==> src/rtl/pc_select_unit.sv <==
// Fetch-stage next-PC unit: fetch PC register, sequential/redirect/trap
// selection, imem valid/ready request, redirect buffering and flushes.
module pc_select_unit #(
  parameter int          DATA_WIDTH   = 32,
  parameter logic [31:0] RESET_VECTOR = 32'h0000_0000,
  parameter logic [31:0] TRAP_VECTOR  = 32'h0000_0004,
  parameter int          INSTR_BYTES  = 4
) (
  input  logic                  clk,
  input  logic                  rst,
  input  logic                  StallF,
  input  logic                  PCSrcE,
  input  logic [DATA_WIDTH-1:0] PCTargetE,
  input  logic                  TrapE,
  input  logic                  ImemReady,
  output logic [DATA_WIDTH-1:0] PCF,
  output logic [DATA_WIDTH-1:0] PCPlus4F,
  output logic                  ImemValid,
  output logic                  RedirectPending,
  output logic                  FlushD,
  output logic                  FlushE
);

  typedef enum logic [1:0] {
    BOOT = 2'd0,
    RUN  = 2'd1,
    HOLD = 2'd2
  } state_t;

  localparam logic [DATA_WIDTH-1:0] RV = DATA_WIDTH'(RESET_VECTOR);
  localparam logic [DATA_WIDTH-1:0] TV = DATA_WIDTH'(TRAP_VECTOR);
  localparam logic [DATA_WIDTH-1:0] IB = DATA_WIDTH'(INSTR_BYTES);
  localparam logic [DATA_WIDTH-1:0] B0 = DATA_WIDTH'(1);

  state_t                state;
  logic [DATA_WIDTH-1:0] pend_tgt;
  logic                  pend_trap;

  logic                  adv;
  logic                  ev;
  logic [DATA_WIDTH-1:0] tgt;
  logic                  hold_take;
  logic [DATA_WIDTH-1:0] hold_tgt;
  logic                  hold_trap;

  // Sequential PC wraps modulo 2^DATA_WIDTH.
  assign PCPlus4F = PCF + IB;

  assign adv = ImemValid & ImemReady & ~StallF;
  assign ev  = (state != BOOT) & (TrapE | PCSrcE);

  // Trap wins; branch/jump targets get bit 0 cleared (JALR rule).
  assign tgt = TrapE ? TV : (PCTargetE & ~B0);

  // A trap always replaces the buffer; a branch never displaces a trap.
  assign hold_take = ev & (TrapE | ~pend_trap);
  assign hold_tgt  = hold_take ? tgt : pend_tgt;
  assign hold_trap = hold_take ? TrapE : pend_trap;

  assign FlushD = ev & ~rst;
  assign FlushE = ev & ~rst;

  // Fetch PC, request-valid and redirect-buffer state machine.
  always_ff @(posedge clk) begin
    if (rst) begin
      state           <= BOOT;
      PCF             <= RV;
      ImemValid       <= 1'b0;
      RedirectPending <= 1'b0;
      pend_tgt        <= '0;
      pend_trap       <= 1'b0;
    end else begin
      unique case (state)
        BOOT: begin
          state     <= RUN;
          ImemValid <= 1'b1;
        end
        RUN: begin
          if (ev && adv) begin
            PCF <= tgt;
          end else if (ev) begin
            pend_tgt        <= tgt;
            pend_trap       <= TrapE;
            RedirectPending <= 1'b1;
            state           <= HOLD;
          end else if (adv) begin
            PCF <= PCPlus4F;
          end
        end
        HOLD: begin
          if (adv) begin
            PCF             <= hold_tgt;
            pend_tgt        <= '0;
            pend_trap       <= 1'b0;
            RedirectPending <= 1'b0;
            state           <= RUN;
          end else begin
            pend_tgt  <= hold_tgt;
            pend_trap <= hold_trap;
          end
        end
        default: begin
          state           <= BOOT;
          ImemValid       <= 1'b0;
          RedirectPending <= 1'b0;
        end
      endcase
    end
  end

endmodule

==> config.mk <==
export PLATFORM = sky130hd
export DESIGN_NAME = pc_select_unit
export DESIGN_NICKNAME = d
export VERILOG_FILES = /design/src/rtl/pc_select_unit.sv
export SDC_FILE = /design/constraint.sdc
export NUM_CORES = 1
export LEC_CHECK = 0
export BUFFER_PORTS_ARGS = -buffer_cell sky130_fd_sc_hd__buf_2
export CORE_MARGIN = 4
export CORE_UTILIZATION = 25
export DETAILED_ROUTE_END_ITERATION = 12
export HOLD_SLACK_MARGIN = 0.1
export PLACE_DENSITY = 0.46
export SETUP_SLACK_MARGIN = 0.02
export SYNTH_ARGS = -nofsm -noshare
export SYNTH_HDL_FRONTEND = slang
export SYNTH_SLANG_ARGS = --single-unit
==> constraint.sdc <==
create_clock -name clk -period 3.5 [get_ports clk]
set_clock_uncertainty 0.1 [all_clocks]
set_input_delay 1.05 -clock clk [delete_from_list [all_inputs] [get_ports clk]]
set_output_delay 1.05 -clock clk [all_outputs]
set_load 0.01 [all_outputs]
==> results of run 1 <==
layout make-up:
class | instances | area, um2 | share of cell area (%)
Clock buffer | 11 | 243 | 4.21
Inverter | 15 | 56.3 | 0.977
Multi-Input combinational cell | 435 | 2860 | 49.7
Tap cell | 225 | 282 | 4.89
Clock inverter | 4 | 25.0 | 0.434
Timing Repair Buffer | 154 | 908 | 15.8
Sequential cell | 69 | 1380 | 24.0
kinds of logic after synthesis:
kind of cell / share of synthesized area [%]
flops: 30.8
xor+xnor: 4.69
buf+inv: 5.80
fa+ha+maj: 1.12
simple gates: 25.3
compound gates: 29.4
mux: 2.90
worst max-delay path: cells and delay by family (launching register included):
kind,cells,cell delay [ns]
simple gates,4,0.76
flops,1,0.47
compound gates,1,0.34
buf+inv,2,0.33
how the worst max path moves through the flow:
stage / slack (ns) / end / from / depth (start not counted)
global placement: 0.31 / PCPlus4F[26] / PCF[8]$_SDFFE_PP0P_ / 6
CTS: 0.06 / PCPlus4F[26] / PCF[8]$_SDFFE_PP0P_ / 6
finish: 0.13 / PCPlus4F[31] / PCF[11]$_SDFFE_PP0P_ / 7
global route: 0.008 / PCPlus4F[26] / PCF[3]$_SDFFE_PP0P_ / 7
detailed placement: 0.29 / PCPlus4F[26] / PCF[8]$_SDFFE_PP0P_ / 6
floorplan: 0.33 / PCPlus4F[26] / PCF[2]$_SDFFE_PP0P_ / 6
registers in the layout, indices dropped and copies added (netlist names):
| name | cells |
|---|---|
| pend_trap | 1 |
| PCF | 32 |
| pend_tgt | 32 |
| state | 2 |
| ImemValid | 1 |
| RedirectPending | 1 |
stage by stage:
stage                     std cells  util [%]
after global routing            913      33.1
after CTS                       912      32.9
after floorplan                 569         -
after global placement          897      31.4
final                           913      33.1
after detailed placement        897      31.4
cell usage after synthesis (15+ instances only):
cell and instances:
a21oi_1 24, a22oi_1 25, a211oi_1 17, nand2_1 46, nand3_1 23, dfxtp_1 69, clkbuf_1 37, inv_1 15
nor2b_1 27, nor2_1 49, o21ai_0 23, xnor2_1 16
routing by layer:
metal / share of wire [%] / vias to the layer above / global-route usage [%]
li1: - / 2362 / -
met1: 43 / 2397 / 21.3
met2: 49 / 136 / 29.8
met3: 5.2 / 23 / 3.98
met4: 2.3 / 0 / 6.01
met5: 0 / - / 0
where the power goes:
group / leakage (nW) / internal (mW) / total [mW] / switching (mW)
sequential: 0.559 / 0.839 / 0.868 / 0.0296
combinational: 1.69 / 0.224 / 0.630 / 0.406
clock: 0.127 / 0.493 / 0.844 / 0.351
what timing repair did:
| action | CTS | global route |
|---|---|---|
| endpoints found under the setup margin | 2 | 6 |
| resized for setup | 1 | 4 |
| buffers inserted | 0 | 1 |
| hold endpoints to repair | 0 | 0 |
| pin swaps | 0 | 1 |
==> results.json, run 1 <==
{
  "outcome": "finished clean",
  "nets": 726,
  "diodes": 0,
  "path_clk_slew_ns": 0.06,
  "grt_max_degree": 26,
  "path_class": "reg2out",
  "r2r_cells": 10,
  "synth.top_cell.area_share_pct": 30.8,
  "finalWorstSetupSlack_ns": 0.125,
  "tritoncts": "done",
  "port_buffers": 104,
  "min_period_ns": 3.37,
  "hold_depth": 2,
  "cts_buffers": 9,
  "vias": 4918,
  "ys_ff_latch": 69,
  "grt_usage_pct": 17.3,
  "syn-num-nets": 611,
  "p_per_area_nw_per_um2": 407,
  "cts_buffer_depth": 2,
  "ios": 106,
  "crit_required_ns": 2.35,
  "synth_area_per_cell_um2": 7.88,
  "timing.rr.end": "pend_tgt[27]$_SDFFE_PP0P_",
  "drt-total-wl_mm": 17.4,
  "netlist_area_um2": 4480,
  "crit_fanout": 8,
  "drc_errors": 0,
  "synth_ff_type": "dfxtp_1",
  "whs_endpoint": "pend_tgt[2]$_SDFFE_PP0P_",
  "die_h_um": 142,
  "crit_path_start_kind": "register",
  "slew_violations": 0,
  "cpMaxStageDelayCell": "dfxtp_1",
  "hp-class": "reg2reg",
  "clk_latency_ns": 0.34,
  "hold_ws_ns": 0.355,
  "synth_area_leaders": "dfxtp_1, a22oi_1, nor2_1",
  "final_common_cell": "buf_2",
  "vdd_drop_max_v": 0.000212,
  "fmaxAchievable_mhz": 296,
  "cts_root_buf": "clkbuf_16",
  "syn-instance-count": 569,
  "die-area_um2": 20100,
  "synth-edff-count": 0,
  "antenna_found_initial": 0,
  "final_area_um2": 5760,
  "drive_gt1_share_pct": 26.6,
  "hold_violations": 0,
  "cap_violations": 0,
  "critPathMaxStageDelay_ns": 0.47,
  "first_pass_iters": 5,
  "worst_slew_pin_slew_ns": 0.729,
  "place_area_um2": 5470,
  "die_w_um": 142,
  "clock_sinks": 69,
  "finalSetupViolCount": 0,
  "synth_cell_type_count": 62,
  "grt_pass1_vias": 4899,
  "arrival_ns": 2.22,
  "slew_headroom_pct": 51.4,
  "power.total_mw": 2.34,
  "gr-total-overflow": 0,
  "async_flop_share_pct": 0,
  "rsz0062_at_grt": "yes",
  "wl_per_cell_um": 19.1,
  "yosysWarnings": 0,
  "preCtsSetupSlack_ns": 0.289,
  "core_area_um2": 17400,
  "r2r_slack_ns": 0.83,
  "rows": 48,
  "gp_congestion": 0.832,
  "layout_common_cells": "buf_2, dfxtp_1, nor2_1, buf_4, nand2_1",
  "grt_pass1_wl_mm": 27.5,
  "ctsHoldBuffers": 0,
  "area_delta_synth_final_pct": 28.5,
  "drt_iter0_markers": 326,
  "cts_htree_levels": 3,
  "leakage_nw": 2.37,
  "setup_tns_ns": 0,
  "min_period_over_period_pct": 96.4,
  "nFillCells": 1890,
  "yosysTopAreaCell": "dfxtp_1",
  "viasPerCell": 5.39,
  "ant_nets": 0,
  "ys_seq_area_share_pct": 30.8,
  "start_util_pct": 25.7,
  "crit_chain": "nand4_4 -> buf_4 -> nor4_4 -> nand2_1 -> o31a_1 -> nand2b_1 -> buf_2",
  "rr_startpoint": "state[0]$_SDFFE_PP0P_",
  "hold_start": "pend_tgt[2]$_SDFFE_PP0P_",
  "dp_hpwl_mm": 12.9,
  "end_kind": "output pin"
}
(Power assumes the default switching activity.)
==> run 2, diff against run 1 <==
Settings changed: CORE_ASPECT_RATIO from default to 1.2.
==> results.json, run 2 (synthesis gave the netlist of run 1 again) <==
{
  "outcome": "finished clean",
  "crit_chain": "nand4_4 -> buf_4 -> nor4_4 -> nand2_1 -> o31a_1 -> nand2b_1 -> buf_2",
  "drt_iter0_markers": 349,
  "gp_congestion": 0.804,
  "tritoncts": "done",
  "path_clk_slew_ns": 0.06,
  "cts_buffer_depth": 2,
  "cpMaxStageDelayCell": "dfxtp_1",
  "crit_buf_inv": 2,
  "area_delta_synth_final_pct": 26.3,
  "nFillCells": 1892,
  "min_period_ns": 3.39,
  "clk_latency_ns": 0.33,
  "ios": 106,
  "finalSetupViolCount": 0,
  "multi_input_area_um2": 2870,
  "cap_violations": 0,
  "p_per_area_nw_per_um2": 415,
  "drive_gt1_share_pct": 25.6,
  "setup_tns_ns": 0,
  "cts_htree_levels": 3,
  "gr-total-overflow": 0,
  "ant_nets": 0,
  "cts_buffers": 9,
  "start_util_pct": 25.5,
  "leakage_nw": 2.31,
  "slew_headroom_pct": 55.5,
  "arrival_ns": 2.24,
  "reg.largest.list": "PCF (32), pend_tgt (32), state (2)",
  "wl_per_cell_um": 19.8,
  "diodes": 0,
  "critPathMaxStageDelay_ns": 0.48,
  "finalWorstSetupSlack_ns": 0.113,
  "vdd_drop_max_v": 0.000251,
  "cts_setup_buffers": 0,
  "min_period_over_period_pct": 96.8,
  "viasPerCell": 5.38,
  "slew_violations": 0,
  "clock_sinks": 69,
  "wl_met2_mm": 8.78,
  "ff_latch_area_um2": 1390,
  "grt_usage_pct": 17.0,
  "path_class": "reg2out",
  "crit_fanout": 8,
  "die_h_um": 155,
  "port_buffers": 104,
  "hp-class": "reg2reg",
  "cts_root_buf": "clkbuf_16",
  "dp_hpwl_mm": 12.9,
  "grt_max_degree": 37,
  "worst_slew_pin_slew_ns": 0.667,
  "die-area_um2": 20100,
  "place_area_um2": 5360,
  "vias": 4824,
  "rsz0062_at_grt": "no",
  "core_area_um2": 17600,
  "cp_top_family": "simple AND/OR/NAND/NOR gates",
  "antenna_found_initial": 0,
  "end_kind": "output pin",
  "ctsHoldBuffers": 0,
  "rows": 53,
  "wl_met1_mm": 7.63,
  "top_layer": "met4",
  "die_w_um": 130,
  "first_pass_iters": 5,
  "route.met3.wl_um": 926,
  "grt_pass1_wl_mm": 26.8,
  "nets": 713,
  "final_area_um2": 5660,
  "drt-total-wl_mm": 17.7,
  "crit_path_start_kind": "register",
  "drc_errors": 0,
  "grt_pass1_vias": 4715,
  "layout_common_cells": "buf_2, dfxtp_1, nor2_1",
  "final_common_cell": "buf_2",
  "r2r_slack_ns": 0.78,
  "hold_violations": 0,
  "crit_required_ns": 2.35,
  "preCtsSetupSlack_ns": 0.267,
  "fmaxAchievable_mhz": 295,
  "fin_util_pct": 32.2
}
run 2: cell count changes in the layout (fill, tap and decap cells not counted), sizes merged:
cell and delta:
clkbuf +4, buf -13, clkinv -1, clkinvlp -2
run 2: tightest hold or removal path: stages, from the launching register on:
cell,delay (ns)
dfxtp_1,0.30
nand2_1,0.05
a21oi_1,0.05
run 2: worst paths after layout:
check                           start                        to  depth (start not counted)
max              PCF[13]$_SDFFE_PP0P_              PCPlus4F[31]                          7
min          pend_tgt[2]$_SDFFE_PP0P_  pend_tgt[2]$_SDFFE_PP0P_                          2
min reg2reg  pend_tgt[2]$_SDFFE_PP0P_  pend_tgt[2]$_SDFFE_PP0P_                          2
max reg2reg     state[0]$_SDFFE_PP0P_      PCF[30]$_SDFFE_PP0P_                          8
run 2: where the power goes:
group	switching, mW	internal (mW)	leakage (nW)
Sequential	0.0304	0.839	0.561
Clock	0.342	0.519	0.134
Combinational	0.408	0.213	1.62
Total	0.780	1.57	2.31
run 2: routing by layer:
layer | GRT usage (%) | vias up
met3 | 2.00 | 21
li1 | - | 2338
met1 | 22.2 | 2314
met2 | 28.7 | 151
met5 | 0 | -
met4 | 5.69 | 0
run 2: repair_timing:
action / in CTS / in global routing
endpoints found under the hold margin: 0 / 0
resized for setup: 3 / 7
setup endpoints to repair: 5 / 5
run 2: metrics by stage:
stage	hold WS, ns	power, mW	cells
4_1_cts	0.351	2.37	896
5_1_grt	0.375	2.46	896
6_report	0.350	2.35	896
3_3_place_gp	0.338	1.49	880
2_1_floorplan	0.331	1.27	569
3_5_place_dp	0.343	1.50	880
run 2: cell type report:
cell class | instances | share of cell area, %
clock buffer | 15 | 4.73
clock inverter | 1 | 0.0884
inverter | 15 | 0.995
multi-input combinational | 435 | 50.7
sequential | 69 | 24.5
tap | 220 | 4.86
timing repair buffer | 141 | 14.1
==> run 3, diff against run 2 <==
Settings changed: BUFFER_PORTS_ARGS -buffer_cell sky130_fd_sc_hd__buf_2 to default, DONT_BUFFER_PORTS from default to 1, PLACE_DENSITY 0.46 to 0.41.
==> results.json, run 3 (synthesis gave the netlist of run 1 again) <==
{
  "outcome": "finished clean",
  "leakage_nw": 1.97,
  "hp-class": "reg2reg",
  "wl_met2_mm": 8.46,
  "tritoncts": "done",
  "multi_input_area_um2": 2880,
  "hold_start": "pend_tgt[2]$_SDFFE_PP0P_",
  "ios": 106,
  "vias": 4506,
  "antenna_found_initial": 0,
  "power.total_mw": 2.68,
  "die_h_um": 155,
  "viasPerCell": 5.54,
  "worst_slew_pin_slew_ns": 0.656,
  "nets": 631,
  "route.met3.wl_mm": 1.38,
  "p_switching_mw": 0.785,
  "clkPwrFrac_pct": 46.1,
  "min_period_ns": 3.38,
  "hold_ws_ns": 0.352,
  "grt_max_degree": 46,
  "power.internal_mw": 1.89,
  "pwr-share-seq_pct": 32.5,
  "layout_common_cells": "dfxtp_1, buf_4, nor2_1",
  "worstSetupStartpoint": "PCF[3]$_SDFFE_PP0P_",
  "core_area_um2": 17600,
  "crit_buf_inv": 2,
  "final_common_cell": "dfxtp_1",
  "cpMostUsedCell": "buf_4",
  "critPathMaxStageDelay_ns": 0.63,
  "min_period_over_period_pct": 96.6,
  "grt_pass1_vias": 4350,
  "fin_util_pct": 30.9,
  "vdd_drop_max_v": 0.000237,
  "drc_errors": 0,
  "cts_buffers": 9,
  "reg.largest.list": "PCF (32), pend_tgt (32), state (2)",
  "cts_root_buf": "clkbuf_16",
  "drt_iter0_markers": 444,
  "area_delta_synth_final_pct": 21.1,
  "dp_hpwl_mm": 12.9,
  "diodes": 0,
  "place_area_um2": 4970,
  "slew_violations": 0,
  "clock_sinks": 69,
  "cap_violations": 0,
  "start_util_pct": 25.5,
  "port_buffers": 0,
  "hold_violations": 0,
  "cp_top_family": "simple AND/OR/NAND/NOR gates",
  "clk_latency_ns": 0.34,
  "ff_latch_area_um2": 1380,
  "die-area_um2": 20100,
  "setup_tns_ns": 0,
  "crit_path_start_kind": "register",
  "rr_startpoint": "state[0]$_SDFFE_PP0P_",
  "grt_pass1_wl_mm": 26.5,
  "path_clk_slew_ns": 0.06,
  "cpMaxStageDelayCell": "or4_4",
  "drive_gt1_share_pct": 15.8,
  "switching_share_pct": 29.3,
  "final_area_um2": 5430,
  "fmaxAchievable_mhz": 296,
  "ctsHoldBuffers": 0,
  "rsz0062_at_grt": "no",
  "comb_power_share_pct": 21.4,
  "finalSetupViolCount": 0,
  "wl_met1_mm": 7.47,
  "arrival_ns": 2.23,
  "cts_htree_levels": 3,
  "gr-total-overflow": 0,
  "ant_nets": 0,
  "path_class": "reg2out",
  "grt_usage_pct": 17.1,
  "top_layer": "met4",
  "crit_chain": "ha_2 -> nand3_2 -> or4_4 -> nor3_2 -> buf_4 -> xor2_1 -> buf_4",
  "cts_buffer_depth": 2,
  "end_kind": "output pin",
  "first_pass_iters": 5,
  "drt-total-wl_mm": 17.5,
  "wl_per_cell_um": 21.6,
  "gp_congestion": 0.810,
  "crit_fanout": 7,
  "p_per_area_nw_per_um2": 493,
  "crit_required_ns": 2.35,
  "die_w_um": 130,
  "slew_headroom_pct": 56.0,
  "rows": 53,
  "nFillCells": 1843
}
## run 3: final timing paths
check	slack, ns	depth (start not counted)	to
worst max-delay path	0.12	7	PCPlus4F[26]
worst min-delay path	0.35	2	pend_tgt[2]$_SDFFE_PP0P_
worst max register to register	1.00	9	pend_tgt[30]$_SDFFE_PP0P_
worst min register to register	0.35	2	pend_tgt[2]$_SDFFE_PP0P_
## run 3: metrics by stage
stage	setup WS [ns]	std cells
2_1_floorplan	0.328	569
3_3_place_gp	0.369	794
3_5_place_dp	0.353	794
4_1_cts	0.0436	810
5_1_grt	0.0128	814
6_report	0.120	814
## run 3: worst min-delay path: cells and delay by family (launching register included)
kind	cells	cell delay (ns)
and+or+nand+nor	1	0.05
AOI/OAI and AO/OA	1	0.05
DFF	1	0.30
## run 3: layout make-up
class	instances	share of cell area (%)
timing repair buffer	59	8.16
tap	220	5.07
multi-input combinational	435	52.9
clock buffer	10	4.40
sequential	69	25.5
inverter	15	1.04
clock inverter	6	2.90
## run 3: timing repair
item	in CTS	in global routing
pin swaps	0	3
setup endpoints to repair	2	5
hold endpoints to repair	0	0
gates resized for setup	2	6
setup buffers	0	4
## run 3: per-layer routing
metal	GRT usage, %	vias to the layer above
li1	-	2187
met1	22.5	2163
met2	27.3	139
met3	4.70	17
met4	4.80	0
met5	0	-
## run 3: power groups by stage
stage	sequential [mW]	clock [mW]	combinational, mW
2_1_floorplan	0.881	0	0.386
3_3_place_gp	0.885	0	0.560
3_5_place_dp	0.887	0	0.567
4_1_cts	0.870	1.26	0.570
5_1_grt	0.877	1.29	0.621
6_report	0.871	1.24	0.572
